--- src/rtl/hist_pkg.sv ---
//------------------------------------------------------------------------------
// Module  : hist_pkg
// Brief   : Shared width helpers and FSM state encoding for the sliding histogram.
// Revision: 1.0 - initial release
//------------------------------------------------------------------------------
`default_nettype none

package hist_pkg;

   function automatic int bins_of(input int data_w);
      return 1 << data_w;
   endfunction

   function automatic int cnt_w_of(input int window);
      return $clog2(window + 1);
   endfunction

   function automatic int ptr_w_of(input int window);
      return (window > 1) ? $clog2(window) : 1;
   endfunction

   typedef enum logic [0:0] {
      ST_INIT = 1'b0,
      ST_RUN  = 1'b1
   } hist_state_t;

endpackage

`default_nettype wire

--- src/rtl/hist_window_buf.sv ---
//------------------------------------------------------------------------------
// Module  : hist_window_buf
// Brief   : Circular sample buffer with wrap pointers, fill count and a lookahead
//           register that always holds the oldest sample so a pop never stalls.
// Revision: 1.0 - initial release
//------------------------------------------------------------------------------
`default_nettype none

module hist_window_buf
   import hist_pkg::*;
#(
   parameter  int DATA_W = 4,
   parameter  int WINDOW = 64,
   localparam int CNT_W  = cnt_w_of(WINDOW),
   localparam int PTR_W  = ptr_w_of(WINDOW)
) (
   input  logic              clk,
   input  logic              rst,
   input  logic              clear,
   input  logic              push,
   input  logic [DATA_W-1:0] push_data,
   output logic [DATA_W-1:0] oldest,
   output logic [CNT_W-1:0]  fill,
   output logic              full
);

   localparam logic [PTR_W-1:0] c_last   = PTR_W'(WINDOW - 1);
   localparam logic [CNT_W-1:0] c_window = CNT_W'(WINDOW);

   logic [DATA_W-1:0] r_mem [WINDOW];
   logic [PTR_W-1:0]  r_wr_ptr;
   logic [PTR_W-1:0]  r_rd_ptr;
   logic [CNT_W-1:0]  r_fill;
   logic [DATA_W-1:0] r_oldest;
   logic [PTR_W-1:0]  w_wr_nxt;
   logic [PTR_W-1:0]  w_rd_nxt;
   logic [PTR_W-1:0]  w_rd_addr;
   logic              w_full;
   logic              w_pop;

   assign w_full    = (r_fill == c_window);
   assign w_pop     = push && w_full;
   assign w_wr_nxt  = (r_wr_ptr == c_last) ? '0 : r_wr_ptr + 1'b1;
   assign w_rd_nxt  = (r_rd_ptr == c_last) ? '0 : r_rd_ptr + 1'b1;
   // Read the address that will be oldest after this edge.
   assign w_rd_addr = w_pop ? w_rd_nxt : r_rd_ptr;

   always_ff @(posedge clk) begin
      if (push) begin
         r_mem[r_wr_ptr] <= push_data;
      end
   end

   always_ff @(posedge clk or posedge rst) begin
      if (rst) begin
         r_wr_ptr <= '0;
         r_rd_ptr <= '0;
         r_fill   <= '0;
         r_oldest <= '0;
      end else if (clear) begin
         r_wr_ptr <= '0;
         r_rd_ptr <= '0;
         r_fill   <= '0;
      end else begin
         if (push) begin
            r_wr_ptr <= w_wr_nxt;
            if (!w_full) begin
               r_fill <= r_fill + 1'b1;
            end
         end
         if (w_pop) begin
            r_rd_ptr <= w_rd_nxt;
         end
         // Bypass covers a write landing on the address being read (empty buffer).
         r_oldest <= (push && (r_wr_ptr == w_rd_addr)) ? push_data : r_mem[w_rd_addr];
      end
   end

   assign oldest = r_oldest;
   assign fill   = r_fill;
   assign full   = w_full;

endmodule

`default_nettype wire

--- src/rtl/sliding_histogram.sv ---
//------------------------------------------------------------------------------
// Module  : sliding_histogram
// Brief   : Histogram over the last WINDOW accepted samples with bin query and a
//           continuously scanned peak bin.
// Revision: 1.0 - initial release
//------------------------------------------------------------------------------
`default_nettype none

module sliding_histogram
   import hist_pkg::*;
#(
   parameter  int DATA_W = 4,
   parameter  int WINDOW = 64,
   localparam int BINS   = bins_of(DATA_W),
   localparam int CNT_W  = cnt_w_of(WINDOW)
) (
   input  logic              clk,
   input  logic              rst,
   input  logic              clear,
   input  logic              in_valid,
   output logic              in_ready,
   input  logic [DATA_W-1:0] in_data,
   input  logic [DATA_W-1:0] q_bin,
   output logic [CNT_W-1:0]  q_count,
   output logic [CNT_W-1:0]  fill,
   output logic              win_full,
   output logic [DATA_W-1:0] peak_bin,
   output logic [CNT_W-1:0]  peak_count,
   output logic              peak_vld
);

   localparam logic [DATA_W-1:0] c_last_bin = DATA_W'(BINS - 1);

   hist_state_t       r_state;
   logic [CNT_W-1:0]  r_cnt [BINS];
   logic [DATA_W-1:0] r_scan;
   logic [DATA_W-1:0] r_run_bin;
   logic [CNT_W-1:0]  r_run_cnt;
   logic              w_accept;
   logic              w_pop;
   logic              w_full;
   logic [DATA_W-1:0] w_oldest;
   logic [CNT_W-1:0]  w_scan_cnt;
   logic              w_take;
   logic [CNT_W-1:0]  w_best_cnt;
   logic [DATA_W-1:0] w_best_bin;

   assign in_ready = (r_state == ST_RUN) && !clear;
   assign w_accept = in_valid && in_ready;
   assign w_pop    = w_accept && w_full;
   assign win_full = w_full;

   hist_window_buf #(
      .DATA_W (DATA_W),
      .WINDOW (WINDOW)
   ) u_buf (
      .clk       (clk),
      .rst       (rst),
      .clear     (clear),
      .push      (w_accept),
      .push_data (in_data),
      .oldest    (w_oldest),
      .fill      (fill),
      .full      (w_full)
   );

   // A bin that is both added to and removed from in one cycle stays put.
   always_ff @(posedge clk or posedge rst) begin
      if (rst) begin
         for (int b = 0; b < BINS; b++) begin
            r_cnt[b] <= '0;
         end
      end else begin
         for (int b = 0; b < BINS; b++) begin
            if (clear) begin
               r_cnt[b] <= '0;
            end else if (w_accept && (in_data == DATA_W'(b)) &&
                         !(w_pop && (w_oldest == DATA_W'(b)))) begin
               r_cnt[b] <= r_cnt[b] + 1'b1;
            end else if (w_pop && (w_oldest == DATA_W'(b)) &&
                         !(w_accept && (in_data == DATA_W'(b)))) begin
               r_cnt[b] <= r_cnt[b] - 1'b1;
            end
         end
      end
   end

   // Strict compare keeps the lowest bin on ties; bin 0 seeds each sweep.
   assign w_scan_cnt = r_cnt[r_scan];
   assign w_take     = (r_scan == '0) || (w_scan_cnt > r_run_cnt);
   assign w_best_cnt = w_take ? w_scan_cnt : r_run_cnt;
   assign w_best_bin = w_take ? r_scan : r_run_bin;

   always_ff @(posedge clk or posedge rst) begin
      if (rst) begin
         r_state    <= ST_INIT;
         r_scan     <= '0;
         r_run_bin  <= '0;
         r_run_cnt  <= '0;
         peak_bin   <= '0;
         peak_count <= '0;
         peak_vld   <= 1'b0;
         q_count    <= '0;
      end else begin
         q_count  <= r_cnt[q_bin];
         peak_vld <= 1'b0;
         case (r_state)
            ST_INIT: begin
               r_state <= ST_RUN;
            end
            ST_RUN: begin
               if (clear) begin
                  r_scan     <= '0;
                  r_run_bin  <= '0;
                  r_run_cnt  <= '0;
                  peak_bin   <= '0;
                  peak_count <= '0;
               end else if (r_scan == c_last_bin) begin
                  r_scan     <= '0;
                  r_run_bin  <= w_best_bin;
                  r_run_cnt  <= w_best_cnt;
                  peak_bin   <= w_best_bin;
                  peak_count <= w_best_cnt;
                  peak_vld   <= 1'b1;
               end else begin
                  r_scan    <= r_scan + 1'b1;
                  r_run_bin <= w_best_bin;
                  r_run_cnt <= w_best_cnt;
               end
            end
            default: begin
               r_state <= ST_INIT;
            end
         endcase
      end
   end

endmodule

`default_nettype wire

--- config.mk ---
export PLATFORM = sky130hd
export DESIGN_NAME = sliding_histogram
export DESIGN_NICKNAME = d
export VERILOG_FILES = /design/src/rtl/hist_pkg.sv /design/src/rtl/hist_window_buf.sv /design/src/rtl/sliding_histogram.sv
export SDC_FILE = /design/constraint.sdc
export NUM_CORES = 1
export LEC_CHECK = 0
export ABC_AREA = 1
export BUFFER_PORTS_ARGS = -buffer_cell sky130_fd_sc_hd__buf_2
export CELL_PAD_IN_SITES_DETAIL_PLACEMENT = 0
export CELL_PAD_IN_SITES_GLOBAL_PLACEMENT = 1
export CORE_UTILIZATION = 49
export CTS_CLUSTER_SIZE = 14
export DETAILED_ROUTE_END_ITERATION = 7
export PLACE_DENSITY = 0.91
export SYNTH_ARGS = -nofsm -noshare
export SYNTH_HDL_FRONTEND = slang
export SYNTH_SLANG_ARGS = --single-unit
--- constraint.sdc ---
create_clock -name clk -period 7.4 [get_ports clk]
set_clock_uncertainty 0.15 [all_clocks]
set_input_delay 0.74 -clock clk [delete_from_list [all_inputs] [get_ports clk]]
set_output_delay 0.74 -clock clk [all_outputs]
set_load 0.05 [all_outputs]
==> metrics.cfg, run 1 <==
[grt]
grt-ovfl-total=0
antenna_found_initial=0
grt_pass1_wl_mm=105
grt_pass1_vias=18970
grt_max_degree=113
grt_usage_pct=26.6

[die]
ioPinCount=40
start_util_pct=49.5
die_area_um2=50200
coreArea_um2=48800
die_w_um=224
die_h_um=224
std_cell_rows=81

[yosys]
synthSimpleGateAreaFrac_pct=19.1
yosysUniqueCellTypes=48
synth_edf_count=256
synth_nets=2924
synth_fa_ha_area_share_pct=6.97
synth_area_um2=24200
avgSynthCellArea_um2=8.67
yosysWarnings=0
synth-xor-area-share_pct=3.70
yosys-top-cells-area=edfxtp_1 (32%), dfrtp_1 (18%), nand2_1 (8.1%)
synth_top_family_by_area=simple AND/OR/NAND/NOR gates
synth_compound_gate_area_share_pct=12.2
yosysTopAreaCellShare_pct=31.8
async_flop_share_pct=39.9
ys_seq_area_share_pct=49.4
synthMuxAreaShare_pct=0
yosysTopAreaCell=edfxtp_1
dominantRegCellSynth=edfxtp_1
synthCells=2787
ys_seq_elements=426

[worst_setup_path]
worstRegToRegCells=18
worst-path-buf-inv=3
crit_family=compound AO/OA/AOI/OAI gates
crit_type=reg -> reg
crit_path_end_kind=flip-flop
worst_ep_required_time_ns=7.76
crit_path_max_fanout=63
path_cells=buf_4 > inv_2 > o21ai_0 > nand3_1 > a311oi_1 > ha_1 > nor2_1 > nor2_1 > nor2_1 > nor2_1 > o221ai_1 > nand2_1 > nand2_1 > inv_1 > nor2_1 > nor2_1 > o21ai_0 > o21ai_0
worstPathArrival_ns=5.22
critPathSlowestCell=a311oi_1
slowest_delay_ns=0.75
crit_path_frequent_cell=nor2_1
critPathLaunchType=flip-flop
r2r-start=r_scan[0]$_DFFE_PP0P_
critical_path_depth=18
r2r-end=peak_bin[3]$_DFFE_PP0P_
ff2ff_setup_slack_ns=2.54

[flow_run]
cap_violations=0

[cts]
clock_sinks=426
cts_hold_buffers=0
cts_tree=built
cts_setup_buffers=0
path_clk_slew_ns=0.06
post_cts_resized=0
clockBufferDepth=3
htree_levels=2
numCtsBuffers=46
clock-root-buffer=clkbuf_16
clk_latency_ns=0.61

[timing]
fin_crit_ns=4.86
setup_violations=0
finalMaxSlewViolations=0
fmax_ghz=0.206
setup_slack_ns=2.54
worst-slew-pin-transition_ns=1.15
hold_viol=0
finalSetupTns_ns=0
rsz0062_at_grt=false
relSlewSlack_pct=23.5
fin_crit_sh_pct=65.6

[cells_and_area]
multi_input_comb_area_um2=10200
drive_gt1_share_pct=5.71
n_fill_cell=4394
final_nets=2920
final_cell_mix=nand2_1 (520), inv_1 (418), nand3_1 (305), edfxtp_1 (256), o21ai_0 (207)
area_growth_syn_to_layout_pct=9.03
final_common_cell=nand2_1
final_core_util_pct=54.0
insertedDiodeCount=0
seqCellArea_um2=11900

[min_path]
holdCritPathClass=in -> async

[drt]
first_pass_iters=7
final_antenna_net_count=0
routed_wl_mm=66.0
drc_errors=0
drt_iter0_drc=2167
vias=19578
avgRoutedWirePerCell_um=18.9
vias_per_cell=5.62

[placed_design]
dp_hpwl_mm=44.4
io_buffers=39
detailedPlace.worstSlack_ns=2.20
gp_congestion=0.950

[power_and_ir_drop]
p_per_area_nw_per_um2=281
total_power_mw=7.39
power.leakage_nw=11.6
ir_drop_uv=239

[run_status]
status=complete, no violations

worst reg2reg max path: stages (launching register included):
cell      delay (ns)
dfrtp_1         0.32
buf_4           0.47
inv_2           0.56
o21ai_0         0.54
nand3_1         0.15
a311oi_1        0.75
ha_1            0.28
nor2_1          0.05
nor2_1          0.08
nor2_1          0.04
nor2_1          0.08
o221ai_1        0.10
nand2_1         0.08
nand2_1         0.19
inv_1           0.36
nor2_1          0.09
nor2_1          0.16
o21ai_0         0.15
o21ai_0         0.18
layer usage:
layer / track usage, % / routed length, um / share of wire [%] / vias to the layer above
met2: 43.7 / 31500 / 48 / 717
met4: 11.5 / 2800 / 4.2 / 0
met5: 0 / 0 / 0 / -
met1: 35.2 / 27100 / 41 / 9389
met3: 3.87 / 4580 / 6.9 / 160
li1: - / - / - / 9312
state kept, by name, summed over array words and instances, names as in the netlist, 4 cells and up:
name,flops
r_scan,4
u_buf.r_mem,256
peak_bin,4
peak_count,7
r_run_cnt,7
q_count,7
u_buf.fill,7
u_buf.r_wr_ptr,6
u_buf.r_rd_ptr,6
r_run_bin,4
u_buf.oldest,4
r_cnt,112
power by group:
group | leakage, nW | switching [mW] | internal (mW)
combinational | 6.37 | 1.35 | 0.814
clock | 0.708 | 0.987 | 1.25
sequential | 4.52 | 0.222 | 2.77
worst max path at each step:
stage                                  end                   from
2_1_floorplan      peak_bin[0]$_DFFE_PP0P_                    rst
3_3_place_gp   u_buf.oldest[3]$_DFFE_PP0N_                  clear
3_5_place_dp   u_buf.oldest[3]$_DFFE_PP0N_                  clear
4_1_cts            peak_bin[3]$_DFFE_PP0P_  r_scan[0]$_DFFE_PP0P_
5_1_grt            peak_bin[3]$_DFFE_PP0P_  r_scan[0]$_DFFE_PP0P_
6_report           peak_bin[3]$_DFFE_PP0P_  r_scan[0]$_DFFE_PP0P_
kinds of logic (layout without fill, tap and decap cells):
group	count (synthesis)	in the layout
AND/OR/NAND/NOR	1070	1070
buffers and inverters	536	567
AO/OA/AOI/OAI	527	527
flip-flops	426	426
adder cells (fa/ha/maj)	125	125
XOR/XNOR	102	102
other	1	1
stage by stage:
step	instance area, um^2	hold WS [ns]	instances
floorplan	24200	0.298	2787
global placement	24900	0.313	3399
detailed placement	24900	0.320	3399
CTS	26400	0.0736	3482
global route	26400	0.102	3482
finish	26400	0.0560	3482
synthesized netlist by cell type, types with 10 or more instances:
cell type  count
dfrtp_1      170
xor2_1        70
ha_1         109
a211oi_1      15
fa_1          16
xnor2_1       32
buf_2         31
o211ai_1      16
edfxtp_1     256
nor3_1        10
nand3_1      305
inv_1        419
o21ai_2       10
nand2_1      520
o21ai_0      207
clkbuf_1      65
nor2_1       188
nand3b_1      22
o221ai_1      11
o22ai_1       83
a21oi_1      165
final cells by class:
class | count | share of cell area [%]
Timing Repair Buffer | 55 | 1.24
Clock inverter | 17 | 0.641
Sequential cell | 426 | 45.3
Inverter | 429 | 6.14
Clock buffer | 66 | 4.88
Multi-Input combinational cell | 1825 | 38.6
Tap cell | 664 | 3.15
Power figures use the tool's default switching activity.
==> run 2: changes to the inputs <==
Clock period 7.4 ns to 4.91 ns, I/O delays scaled along.
==> run 2 against run 1 <==
  * Die area is the same
  * Non-clock buffer count grew 6
  * Sequential cell count is the same
  * Register-to-register slack lost 1.5 ns
  * Utilization grew 0.69 points
  * First-iteration DRC count shrank 0.55%
  * Via count shrank 0.30%
  * Power grew 58%
  * Largest power group unchanged
==> metrics.cfg, run 2 (synthesized netlist as in run 1, its figures left out) <==
[cells_and_area]
largest_register_ffs=256
layoutNonFillerInstCount=3493
drive_gt1_share_pct=6.29
area_growth_syn_to_layout_pct=10.4
final_cell_mix=nand2_1 (520), inv_1 (418), nand3_1 (305), edfxtp_1 (256), o21ai_0 (207)
insertedDiodeCount=0
top_regs=u_buf.r_mem: 256 flops, r_cnt: 112 flops
final_nets=2927
stdcell_area_um2=26700
largest-register=u_buf.r_mem
final_common_cell=nand2_1
final_core_util_pct=54.7

[die]
start_util_pct=49.5
std_cell_rows=81
ioPinCount=40
coreArea_um2=48800
die_w_um=224
die_h_um=224
die_area_um2=50200

[timing]
rsz0062_at_grt=false
fin_crit_ns=3.89
hold_viol=0
finalMaxSlewViolations=0
holdWs_ns=0.0965
fmax_ghz=0.257
setup_violations=0
fin_crit_sh_pct=79.2
setup_slack_ns=1.02
finalSetupTns_ns=0
relSlewSlack_pct=24.2
worst-slew-pin-transition_ns=1.14

[drt]
first_pass_iters=6
vias_per_cell=5.59
drt_iter0_drc=2155
vias=19520
final_antenna_net_count=0
drc_errors=0
routed_wl_mm=66.4
avgRoutedWirePerCell_um=19.0

[worst_setup_path]
r2r-start=r_scan[0]$_DFFE_PP0P_
slowest_delay_ns=0.55
critPathSlowestCell=a311oi_1
path_cells=inv_2 > buf_4 > a21oi_1 > o21ai_0 > a21oi_1 > a311oi_1 > ha_1 > nor2_1 > nor2_1 > nor2_1 > nor2_1 > o221ai_1 > nand2_1 > nand2_1 > inv_1 > nor2_1 > nor2_1 > o21ai_0 > o21ai_0
worstRegToRegCells=19
critPathLaunchType=flip-flop
ff2ff_setup_slack_ns=1.02
crit_family=compound AO/OA/AOI/OAI gates
worstPathArrival_ns=4.24
crit_path_max_fanout=42
crit_path_end_kind=flip-flop
crit_path_frequent_cell=nor2_1
r2r-end=r_run_bin[3]$_DFFE_PP0P_
worst-path-buf-inv=3
worst_ep_required_time_ns=5.27
crit_type=reg -> reg

[power_and_ir_drop]
power.leakage_nw=11.7
p_per_area_nw_per_um2=438
ir_drop_uv=337
total_power_mw=11.7

[min_path]
worst_hold_path.num_cells=1
holdCritPathClass=in -> reg
min_from=in_data[2]
hold-path-endpoint=u_buf.r_mem[18][2]$_DFFE_PP_

[cts]
clock-root-buffer=clkbuf_16
post_cts_resized=0
numCtsBuffers=47
clock_sinks=426
path_clk_slew_ns=0.06
htree_levels=2
cts_tree=built
clockBufferDepth=3
clk_latency_ns=0.61
cts_setup_buffers=0

[placed_design]
placedCellCount=3404
postPlaceCellArea_um2=25000
io_buffers=39
gp_congestion=1.02
detailedPlace.worstSlack_ns=1.06
dp_hpwl_mm=44.7

[grt]
grt_pass1_vias=18913
grt_usage_pct=26.8
grt_max_degree=162
antenna_found_initial=0
grt-ovfl-total=0
grt_pass1_wl_mm=105

[run_status]
status=complete, no violations

[flow_run]
cap_violations=0

==> run 2: changes by cell type in the layout (fill, tap and decap cells not counted) <==
cell / previous run / this run
clkbuf_8: 6 / 3
clkinvlp_4: 1 / 6
dlygate4sd3_1: 0 / 1
clkbuf_1: 14 / 7
clkbuf_16: 46 / 47
inv_4: 1 / 2
buf_4: 15 / 16
bufinv_16: 1 / 9
buf_12: 1 / 5
==> run 2: what timing repair did <==
item	in CTS	in global routing
hold endpoints to repair	9	0
hold buffers	1	0
setup endpoints to repair	0	0
==> run 2: worst max-delay path by stage <==
| stage | from | endpoint | cells past startpoint |
|---|---|---|---|
| after floorplan | u_buf.fill[0]$_DFFE_PP0P_ | u_buf.oldest[0]$_DFFE_PP0N_ | 17 |
| after global placement | r_scan[1]$_DFFE_PP0P_ | peak_bin[3]$_DFFE_PP0P_ | 20 |
| after detailed placement | r_scan[0]$_DFFE_PP0P_ | r_run_bin[3]$_DFFE_PP0P_ | 19 |
| after CTS | r_scan[0]$_DFFE_PP0P_ | r_run_bin[3]$_DFFE_PP0P_ | 19 |
| after global routing | r_scan[0]$_DFFE_PP0P_ | r_run_bin[3]$_DFFE_PP0P_ | 19 |
| final | r_scan[0]$_DFFE_PP0P_ | r_run_bin[3]$_DFFE_PP0P_ | 19 |
==> run 2: per-layer routing <==
layer | track usage [%] | share of wire, % | up-vias
li1 | - | - | 9327
met3 | 3.74 | 7.2 | 156
met4 | 9.43 | 3.4 | 0
met2 | 44.1 | 47 | 783
met5 | 0 | 0 | -
met1 | 36.3 | 43 | 9254
==> run 2: area by class of cell <==
class / instances / area [um^2]
multi-input combinational: 1825 / 10200
sequential: 426 / 11900
fill: 4451 / 22200
clock inverter: 31 / 454
tap: 664 / 831
clock buffer: 57 / 1240
inverter: 429 / 1620
timing repair buffer: 61 / 425
==> run 2: worst register-to-register path: stages, from the launching register on <==
cell and delay (ns):
dfrtp_1 0.38, inv_2 0.46, buf_4 0.29, a21oi_1 0.07, o21ai_0 0.10, a21oi_1 0.11
a311oi_1 0.55, ha_1 0.27, nor2_1 0.05, nor2_1 0.09, nor2_1 0.05, nor2_1 0.08
o221ai_1 0.11, nand2_1 0.07, nand2_1 0.17, inv_1 0.36, nor2_1 0.08, nor2_1 0.10
o21ai_0 0.10, o21ai_0 0.17
==> run 2: where the power goes <==
part           internal, mW  total [mW]  switching (mW)  leakage (nW)
Clock                  2.30        3.84            1.53         0.813
Sequential             4.18        4.55           0.374          4.52
Combinational          1.24        3.30            2.07          6.41
Total                  7.72        11.7            3.97          11.7
==> run 3: changes to the inputs <==
Clock period 4.91 ns to 3.8 ns, I/O delays scaled along.
==> run 3 against run 2 <==
  * Fmax is 8.5% higher
  * Sequential share of layout area is 0.58 points lower
  * Wire length is 2.5% higher
  * Via count is 0.67% higher
  * Sequential power is 29% higher
  * Utilization is 0.71 points higher
  * Design area is 1.3% higher
  * Die area stayed put
  * Hold slack worse by 0.056 ns
  * Global-route usage is 0.57 points higher
  * Sequential cell count stayed put
  * Largest cell class unchanged
==> metrics.cfg, run 3 (synthesized netlist as in run 1, its figures left out) <==
[worst_setup_path]
worst_ep_required_time_ns=4.11
critPathLaunchType=flip-flop
crit_path_max_fanout=8
crit_path_end_kind=flip-flop
worstPathArrival_ns=3.89
crit_type=reg -> reg

[timing]
hold_viol=0
finalMaxSlewViolations=0
finalSetupTns_ns=0
fmax_ghz=0.279
fin_crit_ns=3.58
relSlewSlack_pct=28.2
rsz0062_at_grt=false
setup_violations=0
worst-slew-pin-transition_ns=1.08
fin_crit_sh_pct=94.3

[cts]
clock-root-buffer=clkbuf_16
path_clk_slew_ns=0.06
htree_levels=2
numCtsBuffers=47
clockBufferDepth=3
clk_latency_ns=0.62
clock_sinks=426
cts_tree=built

[run_status]
status=complete, no violations

[grt]
grt_usage_pct=27.4
grt_pass1_wl_mm=106
grt-ovfl-total=0
antenna_found_initial=1
grt_max_degree=105
grt_pass1_vias=18890

[die]
std_cell_rows=81
die_w_um=224
die_h_um=224
start_util_pct=49.5
coreArea_um2=48800
ioPinCount=40
die_area_um2=50200

[power_and_ir_drop]
power.leakage_nw=11.9
ir_drop_uv=400
p_per_area_nw_per_um2=559
total_power_mw=15.1

[drt]
vias=19650
first_pass_iters=7
drt_iter0_drc=1855
avgRoutedWirePerCell_um=19.3
drc_errors=0
vias_per_cell=5.57
final_antenna_net_count=0
routed_wl_mm=68.1

[cells_and_area]
top_regs=u_buf.r_mem: 256 flops, r_cnt: 112 flops
insertedDiodeCount=0
layoutNonFillerInstCount=3525
drive_gt1_share_pct=7.83
final_cell_mix=nand2_1 (514), inv_1 (417), nand3_1 (303), edfxtp_1 (256), o21ai_0 (207)
area_growth_syn_to_layout_pct=11.9
final_common_cell=nand2_1
largest-register=u_buf.r_mem
stdcell_area_um2=27000
final_nets=2964
largest_register_ffs=256

[min_path]
holdCritPathClass=in -> reg

[placed_design]
postPlaceCellArea_um2=25300
placedCellCount=3435
gp_congestion=0.935
io_buffers=39
dp_hpwl_mm=47.4

[flow_run]
cap_violations=0

==> run 3: cell count changes in the layout (fill, tap and decap cells not counted), sizes merged <==
| cell | before | now |
|---|---|---|
| nor2 | 194 | 195 |
| clkbuf | 57 | 53 |
| clkinvlp | 6 | 5 |
| clkinv | 18 | 21 |
| inv | 427 | 425 |
| buf | 60 | 95 |
==> run 3: where the power goes <==
group          internal (mW)  switching (mW)  leakage [nW]  total (mW)
Clock                   2.94            1.98         0.807        4.92
Sequential              5.40           0.469          4.52        5.87
Combinational           1.65            2.69          6.59        4.35
==> run 3: area by class of cell <==
type                       instances  area [um^2]
sequential                       426        11900
inverter                         429         1620
timing repair inverter             1         7.51
tap                              664          831
multi-input combinational       1826        10200
timing repair buffer              96          729
fill                            4336        21800
clock inverter                    30          452
clock buffer                      53         1220
==> run 3: layer usage <==
metal / routed length [um] / GRT usage (%)
met5: 17 / 0
met4: 2240 / 10.0
met2: 32400 / 45.0
met1: 28900 / 36.6
met3: 4640 / 4.24
==> run 3: path summary, 6_finish.rpt <==
| kind | end | from | cells past startpoint | slack, ns |
|---|---|---|---|---|
| worst max-delay path | r_cnt[41]$_DFFE_PP0P_ | u_buf.fill[0]$_DFFE_PP0P_ | 16 | 0.22 |
| worst min-delay path | q_count[3]$_DFF_PP0_ | q_bin[3] | 2 | 0.04 |
| worst max register to register | r_cnt[41]$_DFFE_PP0P_ | u_buf.fill[0]$_DFFE_PP0P_ | 16 | 0.22 |
| worst min register to register | peak_count[6]$_DFFE_PP0P_ | peak_count[6]$_DFFE_PP0P_ | 2 | 0.33 |
| max in group asynchronous | r_cnt[97]$_DFFE_PP0P_ | rst | 4 | 2.23 |
| min in group asynchronous | u_buf.fill[0]$_DFFE_PP0P_ | rst | 3 | 0.26 |
==> run 3: what timing repair did <==
| action | 4_1_cts | 5_1_grt |
|---|---|---|
| hold endpoints to repair | 23 | 0 |
| setup buffers | 0 | 4 |
| gates resized for setup | 0 | 18 |
| endpoints found under the setup margin | 0 | 45 |
| hold buffers | 1 | 0 |
==> run 3: critical path, stage by stage, from the launching register on <==
cell	delay, ns
dfrtp_1	0.41
inv_1	0.10
ha_1	0.19
nand2_1	0.10
nor2_4	0.18
nand3_4	0.08
nor3_1	0.35
nand2_1	0.16
nand2_1	0.33
inv_1	0.13
fa_1	0.42
o21ai_0	0.31
nand2_1	0.10
nand2_1	0.07
a21oi_1	0.07
xor2_1	0.19
o22ai_1	0.09
==> run 3: per-stage QoR <==
| step | hold slack, ns | setup WS [ns] | utilization [%] |
|---|---|---|---|
| final | 0.0403 | 0.218 | 55.4 |
| after detailed placement | 0.321 | 0.0204 | 51.7 |
| after CTS | 0.0119 | 0.0179 | 55.2 |
| after global placement | 0.313 | 0.0912 | 51.7 |
| after global routing | 0.0425 | 0.00420 | 55.4 |
| after floorplan | 0.298 | 0.415 | - |
